File: src/rtl/dma_device_arbiter.sv
// dma_device_arbiter: round-robin share of one DMA controller port among N_DEV devices.
// Ports:
//   clk, reset                      clock, async active-high reset
//   dev_rqst/dev_rd_wr/dev_hs_ack   per-device request, direction, handshake ack
//   dev_start_addr/num_words/wdata  packed 16-bit per-device fields, device i at [16i+15:16i]
//   dev_dma_ack/end/error_flag      controller status routed to the granted device only
//   dev_rdata                       controller read data broadcast to all devices
//   dma_*                           granted device's fields to the controller / status from it
//   busy, grant_id, timeout_pulse   arbiter status
module dma_device_arbiter #(
    parameter int unsigned N_DEV   = 4,
    parameter int unsigned ID_WD   = 2,
    parameter int unsigned TIMEOUT = 1024,
    parameter int unsigned CNT_WD  = 16
) (
    input  logic                  clk,
    input  logic                  reset,
    input  logic [N_DEV-1:0]      dev_rqst,
    input  logic [N_DEV-1:0]      dev_rd_wr,
    input  logic [16*N_DEV-1:0]   dev_start_addr,
    input  logic [16*N_DEV-1:0]   dev_num_words,
    input  logic [16*N_DEV-1:0]   dev_wdata,
    input  logic [N_DEV-1:0]      dev_hs_ack,
    output logic [N_DEV-1:0]      dev_dma_ack,
    output logic [N_DEV-1:0]      dev_end_flag,
    output logic [N_DEV-1:0]      dev_error_flag,
    output logic [15:0]           dev_rdata,
    output logic                  dma_rqst,
    output logic                  dma_rd_wr,
    output logic [15:0]           dma_start_address,
    output logic [15:0]           dma_num_words,
    output logic [15:0]           dma_dev_out,
    output logic                  dma_dev_ack,
    input  logic                  dma_ack,
    input  logic                  dma_end_flag,
    input  logic                  dma_error_flag,
    input  logic [15:0]           dma_dev_in,
    output logic                  busy,
    output logic [ID_WD-1:0]      grant_id,
    output logic                  timeout_pulse
);
    localparam int unsigned DW = 16;
    localparam logic [CNT_WD-1:0] WD_LAST = CNT_WD'(TIMEOUT - 1);

    typedef enum logic [1:0] {
        ST_IDLE    = 2'd0,
        ST_BUSY    = 2'd1,
        ST_RELEASE = 2'd2
    } state_t;

    state_t              state_q, state_d;
    logic                rel_q, rel_d;
    logic [ID_WD-1:0]    grant_q, grant_d;
    logic [ID_WD-1:0]    last_q, last_d;
    logic [CNT_WD-1:0]   wdog_q, wdog_d;
    logic                to_q, to_d;

    logic                sel_rqst, sel_rd_wr, sel_hs;
    logic [DW-1:0]       sel_addr, sel_nw, sel_wdata;
    logic [N_DEV-1:0]    grant_oh;
    logic                arb_hit;
    logic [ID_WD-1:0]    arb_id;
    int                  arb_idx;
    logic                wd_expire;

    assign grant_id = grant_q;
    assign busy     = (state_q != ST_IDLE);

    // Select the granted device's inputs.
    always_comb begin
        sel_rqst  = 1'b0;
        sel_rd_wr = 1'b0;
        sel_hs    = 1'b0;
        sel_addr  = '0;
        sel_nw    = '0;
        sel_wdata = '0;
        grant_oh  = '0;
        for (int i = 0; i < int'(N_DEV); i++) begin
            if (grant_q == ID_WD'(i)) begin
                sel_rqst    = dev_rqst[i];
                sel_rd_wr   = dev_rd_wr[i];
                sel_hs      = dev_hs_ack[i];
                sel_addr    = dev_start_addr[DW*i +: DW];
                sel_nw      = dev_num_words[DW*i +: DW];
                sel_wdata   = dev_wdata[DW*i +: DW];
                grant_oh[i] = 1'b1;
            end
        end
    end

    // Round-robin: first requester after last_grant; scanning from the far end lets the nearest win.
    always_comb begin
        arb_hit = 1'b0;
        arb_id  = '0;
        arb_idx = 0;
        for (int k = int'(N_DEV); k >= 1; k--) begin
            arb_idx = int'(last_q) + k;
            if (arb_idx >= int'(N_DEV)) begin
                arb_idx = arb_idx - int'(N_DEV);
            end
            for (int j = 0; j < int'(N_DEV); j++) begin
                if ((j == arb_idx) && dev_rqst[j]) begin
                    arb_hit = 1'b1;
                    arb_id  = ID_WD'(j);
                end
            end
        end
    end

    // State register.
    always_ff @(posedge clk or posedge reset) begin
        if (reset) begin
            state_q <= ST_IDLE;
            rel_q   <= 1'b0;
            grant_q <= '0;
            last_q  <= ID_WD'(N_DEV - 1);
            wdog_q  <= '0;
            to_q    <= 1'b0;
        end else begin
            state_q <= state_d;
            rel_q   <= rel_d;
            grant_q <= grant_d;
            last_q  <= last_d;
            wdog_q  <= wdog_d;
            to_q    <= to_d;
        end
    end

    // Next state and routed outputs.
    always_comb begin
        state_d           = state_q;
        rel_d             = rel_q;
        grant_d           = grant_q;
        last_d            = last_q;
        wdog_d            = wdog_q;
        to_d              = to_q;
        wd_expire         = 1'b0;
        dma_rqst          = 1'b0;
        dma_rd_wr         = 1'b0;
        dma_start_address = '0;
        dma_num_words     = '0;
        dma_dev_out       = '0;
        dma_dev_ack       = 1'b0;
        dev_dma_ack       = '0;
        dev_end_flag      = '0;
        dev_error_flag    = '0;
        timeout_pulse     = 1'b0;
        dev_rdata         = dma_dev_in;

        case (state_q)
            ST_IDLE: begin
                if (arb_hit) begin
                    grant_d = arb_id;
                    last_d  = arb_id;
                    wdog_d  = '0;
                    to_d    = 1'b0;
                    state_d = ST_BUSY;
                end
            end
            ST_BUSY: begin
                dma_rqst          = sel_rqst;
                dma_rd_wr         = sel_rd_wr;
                dma_start_address = sel_addr;
                dma_num_words     = sel_nw;
                dma_dev_out       = sel_wdata;
                dma_dev_ack       = sel_hs;
                dev_dma_ack       = dma_ack        ? grant_oh : '0;
                dev_end_flag      = dma_end_flag   ? grant_oh : '0;
                dev_error_flag    = dma_error_flag ? grant_oh : '0;
                // Counter holds cycles since grant or since the last ack cycle.
                wdog_d    = (dma_ack ? '0 : wdog_q) + CNT_WD'(1);
                wd_expire = (TIMEOUT != 0) && !dma_ack && (wdog_q == WD_LAST);
                if (dma_end_flag || dma_error_flag) begin
                    state_d = ST_RELEASE;
                    rel_d   = 1'b0;
                end else if (!sel_rqst) begin
                    state_d = ST_RELEASE;
                    rel_d   = 1'b0;
                end else if (wd_expire) begin
                    state_d = ST_RELEASE;
                    rel_d   = 1'b0;
                    to_d    = 1'b1;
                end
            end
            ST_RELEASE: begin
                // Watchdog abort is reported as an error held through both release cycles.
                if (to_q) begin
                    dev_error_flag = grant_oh;
                    timeout_pulse  = !rel_q;
                end
                rel_d = 1'b1;
                if (rel_q) begin
                    state_d = ST_IDLE;
                    rel_d   = 1'b0;
                    to_d    = 1'b0;
                end
            end
            default: begin
                state_d = ST_IDLE;
            end
        endcase
    end

endmodule

File: config.mk
export PLATFORM = sky130hd
export DESIGN_NAME = dma_device_arbiter
export DESIGN_NICKNAME = d
export VERILOG_FILES = /design/src/rtl/dma_device_arbiter.sv
export SDC_FILE = /design/constraint.sdc
export NUM_CORES = 1
export LEC_CHECK = 0
export BUFFER_PORTS_ARGS = -buffer_cell sky130_fd_sc_hd__buf_4
export CAP_MARGIN = 20
export CORE_AREA = 3 3 118 120
export CTS_BUF_LIST = sky130_fd_sc_hd__clkbuf_2 sky130_fd_sc_hd__clkbuf_4 sky130_fd_sc_hd__clkbuf_8
export CTS_CLUSTER_SIZE = 24
export DETAILED_ROUTE_END_ITERATION = 10
export DIE_AREA = 0 0 121 123
export HOLD_SLACK_MARGIN = 0.03
export SYNTH_ARGS = -nofsm -noshare
export SYNTH_HDL_FRONTEND = slang
export SYNTH_SLANG_ARGS = --single-unit
File: constraint.sdc
create_clock -name clk -period 2.7 [get_ports clk]
set_input_delay 0.27 -clock clk [delete_from_list [all_inputs] [get_ports clk]]
set_output_delay 0.27 -clock clk [all_outputs]
set_load 0.01 [all_outputs]
# After elaboration in Yosys (flattened, before gate mapping)
# Cells that the tools add are included.
[totals] elab_cells=176 in_bits=225 out_inout_bits=83 ff_bits=24
[op_classes] n_eq_ne=24 n_reduce_logical=35 addsub=9 order_cmp=4 n_mux=98
[op_table] cell="$mux 16" count=17
[op_table] cell="$eq 3x32->1 const A" count=8
[op_table] cell="$eq 2x32->1 const A" count=4
[op_table] cell="$logic_not 32->1" count=4
[op_table] cell="$mux 32" count=4
[op_table] cell="$mux 1" count=47
[op_table] cell="$mux 2" count=19
[op_table] cell="$pmux 16 s2" count=1
[op_table] cell="$mux 4" count=6
[op_table] cell="$logic_and 1x1->1" count=17
[op_table] cell="$add 16x1->16 const B" count=1
[op_table] cell="$eq 16x10->1 const B" count=1
[op_table] cell="$sub 3x3->4 const B" count=3
[op_table] cell="$ne 2x2->1 const B" count=5
[op_table] cell="$ge 3x3->1 const B" count=3
[op_table] cell="$pmux 4 s2" count=1
[op_table] cell="$add 2x2->3 const B" count=2
[op_table] cell="$eq 2x2->1 const B" count=3
[op_table] cell="$pmux 2 s3" count=1
[op_table] cell="$reduce_and 2->1" count=3
[op_table] cell="$reduce_and 6->1" count=1
[op_table] cell="$reduce_bool 2->1" count=3
[op_table] cell="$sub 4x3->5 const B" count=1
[op_table] cell="$add 2x3->4 const B" count=1
[op_table] cell="11 further kinds" count=14

# Depth between registers and ports, before layout
[depth] word_depth=23 depth_mapped=9 depth_no_buf=7

# Worst setup path before layout
# No wires, ideal clock.
[synth_timing] path_kind="register -> output" from="register grant_q[0] (netlist: grant_id[0])" to="output dma_dev_out[10]" required_time_ns=2.430 arrival_time_ns=1.847 path_stages_with_launch=6 slack_ns=0.583 path_cell_list="dfrtp_1 > buf_2 > buf_2 > buf_2 > mux4_2 > and2_1"
[synth_via] elab_chain_len=6
[synth_lines] element="from (decl)" line="53" text="logic [ID_WD-1:0] grant_q, grant_d;"
[synth_lines] element="from (signal assigned)" line="122" text="grant_q <= grant_d;"
[synth_lines] element="$logic_not 2->1" line="79" text="if (grant_q == ID_WD'(i)) begin"
[synth_lines] element="$mux 16 (3 in a row)" line="79"
[synth_lines] element="$mux 16 (*)" line="79"
[synth_lines] element="$mux 16 (*)" line="150" text="case (state_q)"
[synth_lines] element="to (decl)" line="32" text="output logic [15:0] dma_dev_out,"
# Mark *: on every way between the ends. The rest lies on a longest branch, timed or not.

# Final worst setup path
[layout_timing] from="register grant_q[0] (netlist: grant_id[0])" to="output dma_dev_out[3]"
# The elaborated chain is that of the path after synthesis.

==> key figures <==
Global route
  • Grt total ovfl: 0
  • Global-route wire length before repair: around 25,000 um
  • Largest net degree at the start of global routing: 51
  • Initial antenna violation count: 0
  • GRT Util Overall: a little under a quarter
  • Number of global-route vias before repair: about 3.9k

CTS
  • Clock Pin Slew Worst Setup and Hold Paths: 90 ps
  • Worst skew pair latency: 270 ps
  • CTS Sinks: 24
  • CTS Buf Count: 3
  • Root Buffer: clkbuf_8
  • CTS tree: built
  • # resized after CTS: 0
  • CTS Buffer Depth: 2
  • CTS H-tree lvls: 1

Critical path
  • Critical path launch point type: register
  • CP dominant cell by count: buf_4
  • Buf/Inv on CP: 2
  • Critical path data required time: between 2000 and 2500 ps
  • Slowest stage delay, CP: 780 ps
  • WS Path Type: register to primary output
  • CP cell instances: buf_4, mux4_2, and2_1, buf_4
  • Setup crit end kind: primary output
  • CP max stage cell: dfrtp_4
  • CP max FO: 32
  • Top delay family on crit path: flip-flops
  • Data arrival, critical path: around 2300 ps

Cells and area
  • # fillers: roughly 1.3k
  • ANT cells: 0
  • Layout area overhead: 68.9%
  • Most frequent cells in the layout: 280 x buf_4, 53 x and2_1, 51 x mux4_2
  • Multi-input gate area: 2350 um^2
  • Register area: around 600 um^2
  • Layout cells sized above 1: 61.6%
  • Final nets: approximately 800
  • Most common cell after layout, fill and taps aside: buf_4
  • Non-Filler Instances: between 700 and 800

STA
  • Normalized max-slew margin: approximately 64%
  • Max-slew violation count: 0
  • Worst slew pin tran: between 500 and 600 ps
  • Final setup viols: 0
  • Setup tns final: 0 ps
  • Worst Skew: about 5.7 ps
  • Final min period: 2530 ps
  • Max Clk Rate: around 400 MHz
  • Period utilisation layout: between 90% and 100%
  • RSZ-0062 raised after global routing: false
  • Final-report hold violation count: 0

Route
  • Total wire length: between 15,000 and 20,000 um
  • Iteration-0 DRC Markers: slightly above 400
  • WL/cell: 24.8 um
  • Vias: just under 4k
  • # DRC: 0
  • Post-route ant nets: 0
  • TritonRoute pass-1 iters: 5
  • Avg Vias per Cell: 5.17

Power and ir drop
  • Pleak: between 2 and 3 nW
  • PwrDens: 764 nW/um^2
  • Peak supply drop: between 400 and 500 uV

Synthesis
  • Syn_nets: 551
  • Syn_area_per_cell: roughly 10 um^2
  • FFs w/ async S/R, synth: 100%
  • Seq cells post-synth: 24
  • Ys Warns: 0
  • Distinct cells, synth: 42
  • Syn Inst Count: about 320
  • Most used DFF post-synth: dfrtp_1
  • Synthesized cell area: approximately 3200 um^2
  • EDFF count, synth: 0
  • Post-synthesis sequential area ratio: 18.8%

Die
  • Io pins: ~310
  • Core area: 13,100 um^2
  • Cell Rows: 42
  • DIE WIDTH: 121 um
  • Die Y: between 100 and 150 um
  • Die outline area: between 10,000 and 15,000 um^2
  • Initial cell density of the core: 24.6%

Place
  • Placed Cells: roughly 740
  • Post-DP HPWL: around 16,000 um
  • Port bufs: about 280
  • GPL Wtd Cong: between 0.8 and 0.9

Min path
  • HP Class: primary input to register

Run status
  • Outcome: finished, final reports clean

Job
  • Max Cap Viol: 0
## where the power goes
group / leakage, nW / switching [mW] / internal, mW
sequential: 0.316 / 0.186 / 0.440
clock: 0.0262 / 0.123 / 0.116
combinational: 2.26 / 1.56 / 1.72
total: 2.60 / 1.87 / 2.28
## Yosys cell counts (all sizes together) (2+ instances only)
cell type | instances | area [um^2]
and4 | 2 | 17.5
and2 | 53 | 332
nor3 | 2 | 10.0
mux2i | 2 | 20.0
dfrtp | 22 | 551
and3 | 7 | 43.8
nand4 | 2 | 12.5
xnor2 | 2 | 17.5
nor2 | 19 | 71.3
o21ai | 23 | 126
nand2 | 23 | 88.8
a21oi | 7 | 35.0
and4b | 2 | 20.0
o31ai | 4 | 30.0
a31oi | 5 | 31.3
nor3b | 2 | 15.0
or4 | 3 | 22.5
ha | 4 | 50.1
nand2b | 6 | 37.5
mux4 | 51 | 1150
nand3 | 10 | 50.1
mux2 | 2 | 30.0
nor2b | 4 | 25.0
buf | 30 | 191
a22o | 4 | 35.0
dfstp | 2 | 52.6
clkbuf | 13 | 48.8
o221ai | 2 | 17.5
inv | 7 | 26.3
## layer usage
| metal | part of all wire (%) | up-vias | global-route usage (%) |
|---|---|---|---|
| li1 | - | 1680 | - |
| met1 | 40 | 1884 | 32.1 |
| met2 | 43 | 265 | 32.3 |
| met3 | 16 | 12 | 11.7 |
| met4 | 0.91 | 0 | 2.62 |
| met5 | 0 | - | 0 |
## worst min-delay path, delay by kind of cell
kind,cells,cell delay (ps)
simple gates,1,60
compound gates,1,100
buf+inv,1,110
## timing repair
item                       CTS  global route
setup endpoints to repair    0             0
hold buffers                 0             1
setup buffers                0             0
hold endpoints to repair     0             1
## logic make-up after synthesis
group / Yosys count / share of synthesized area (%)
simple gates: 138 / 23.9
mux: 55 / 37.3
buf+inv: 50 / 8.29
compound gates: 49 / 9.69
flops: 24 / 18.8
fa+ha+maj: 4 / 1.56
xor+xnor: 2 / 0.545
## final timing paths
path                       cells past startpoint                 endpoint  slack, ps                     from
setup / recovery                               4           dma_dev_out[3]        170  grant_id[0]$_DFFE_PP0P_
hold / removal                                 3  grant_id[1]$_DFFE_PP0P_        310              dev_rqst[2]
setup reg to reg                               6        rel_q$_DFFE_PP0P_        520  grant_id[0]$_DFFE_PP0P_
hold reg to reg                                1    wdog_q[7]$_DFFE_PP0P_        490    wdog_q[7]$_DFFE_PP0P_
max in group asynchronous                      4    last_q[0]$_DFFE_PP1P_       1830                    reset
min in group asynchronous                      3  grant_id[1]$_DFFE_PP0P_        450                    reset
## registers in the layout, indices dropped and copies added (netlist names)
| signal | cells |
|---|---|
| grant_id | 2 |
| state_q | 2 |
| rel_q | 1 |
| last_q | 2 |
| to_q | 1 |
| wdog_q | 16 |
## through the flow
step	utilization [%]	setup slack, ps	hold WS [ps]	area [um^2]	power [mW]
6_report	41.5	171	306	5430	4.15
5_1_grt	41.5	20.6	311	5430	4.42
4_1_cts	41.2	132	269	5390	4.15
3_5_place_dp	40.8	442	473	5350	3.88
3_3_place_gp	40.8	462	463	5350	3.86
2_1_floorplan	-	583	283	3220	2.49
## layout make-up
class / count / share of cell area, %
tap: 176 / 4.05
inverter: 7 / 0.484
sequential: 24 / 11.2
clock buffer: 4 / 0.898
multi-input combinational: 248 / 43.2
timing repair buffer: 284 / 40.1
No activity file was read; power rests on OpenSTA's default activity.
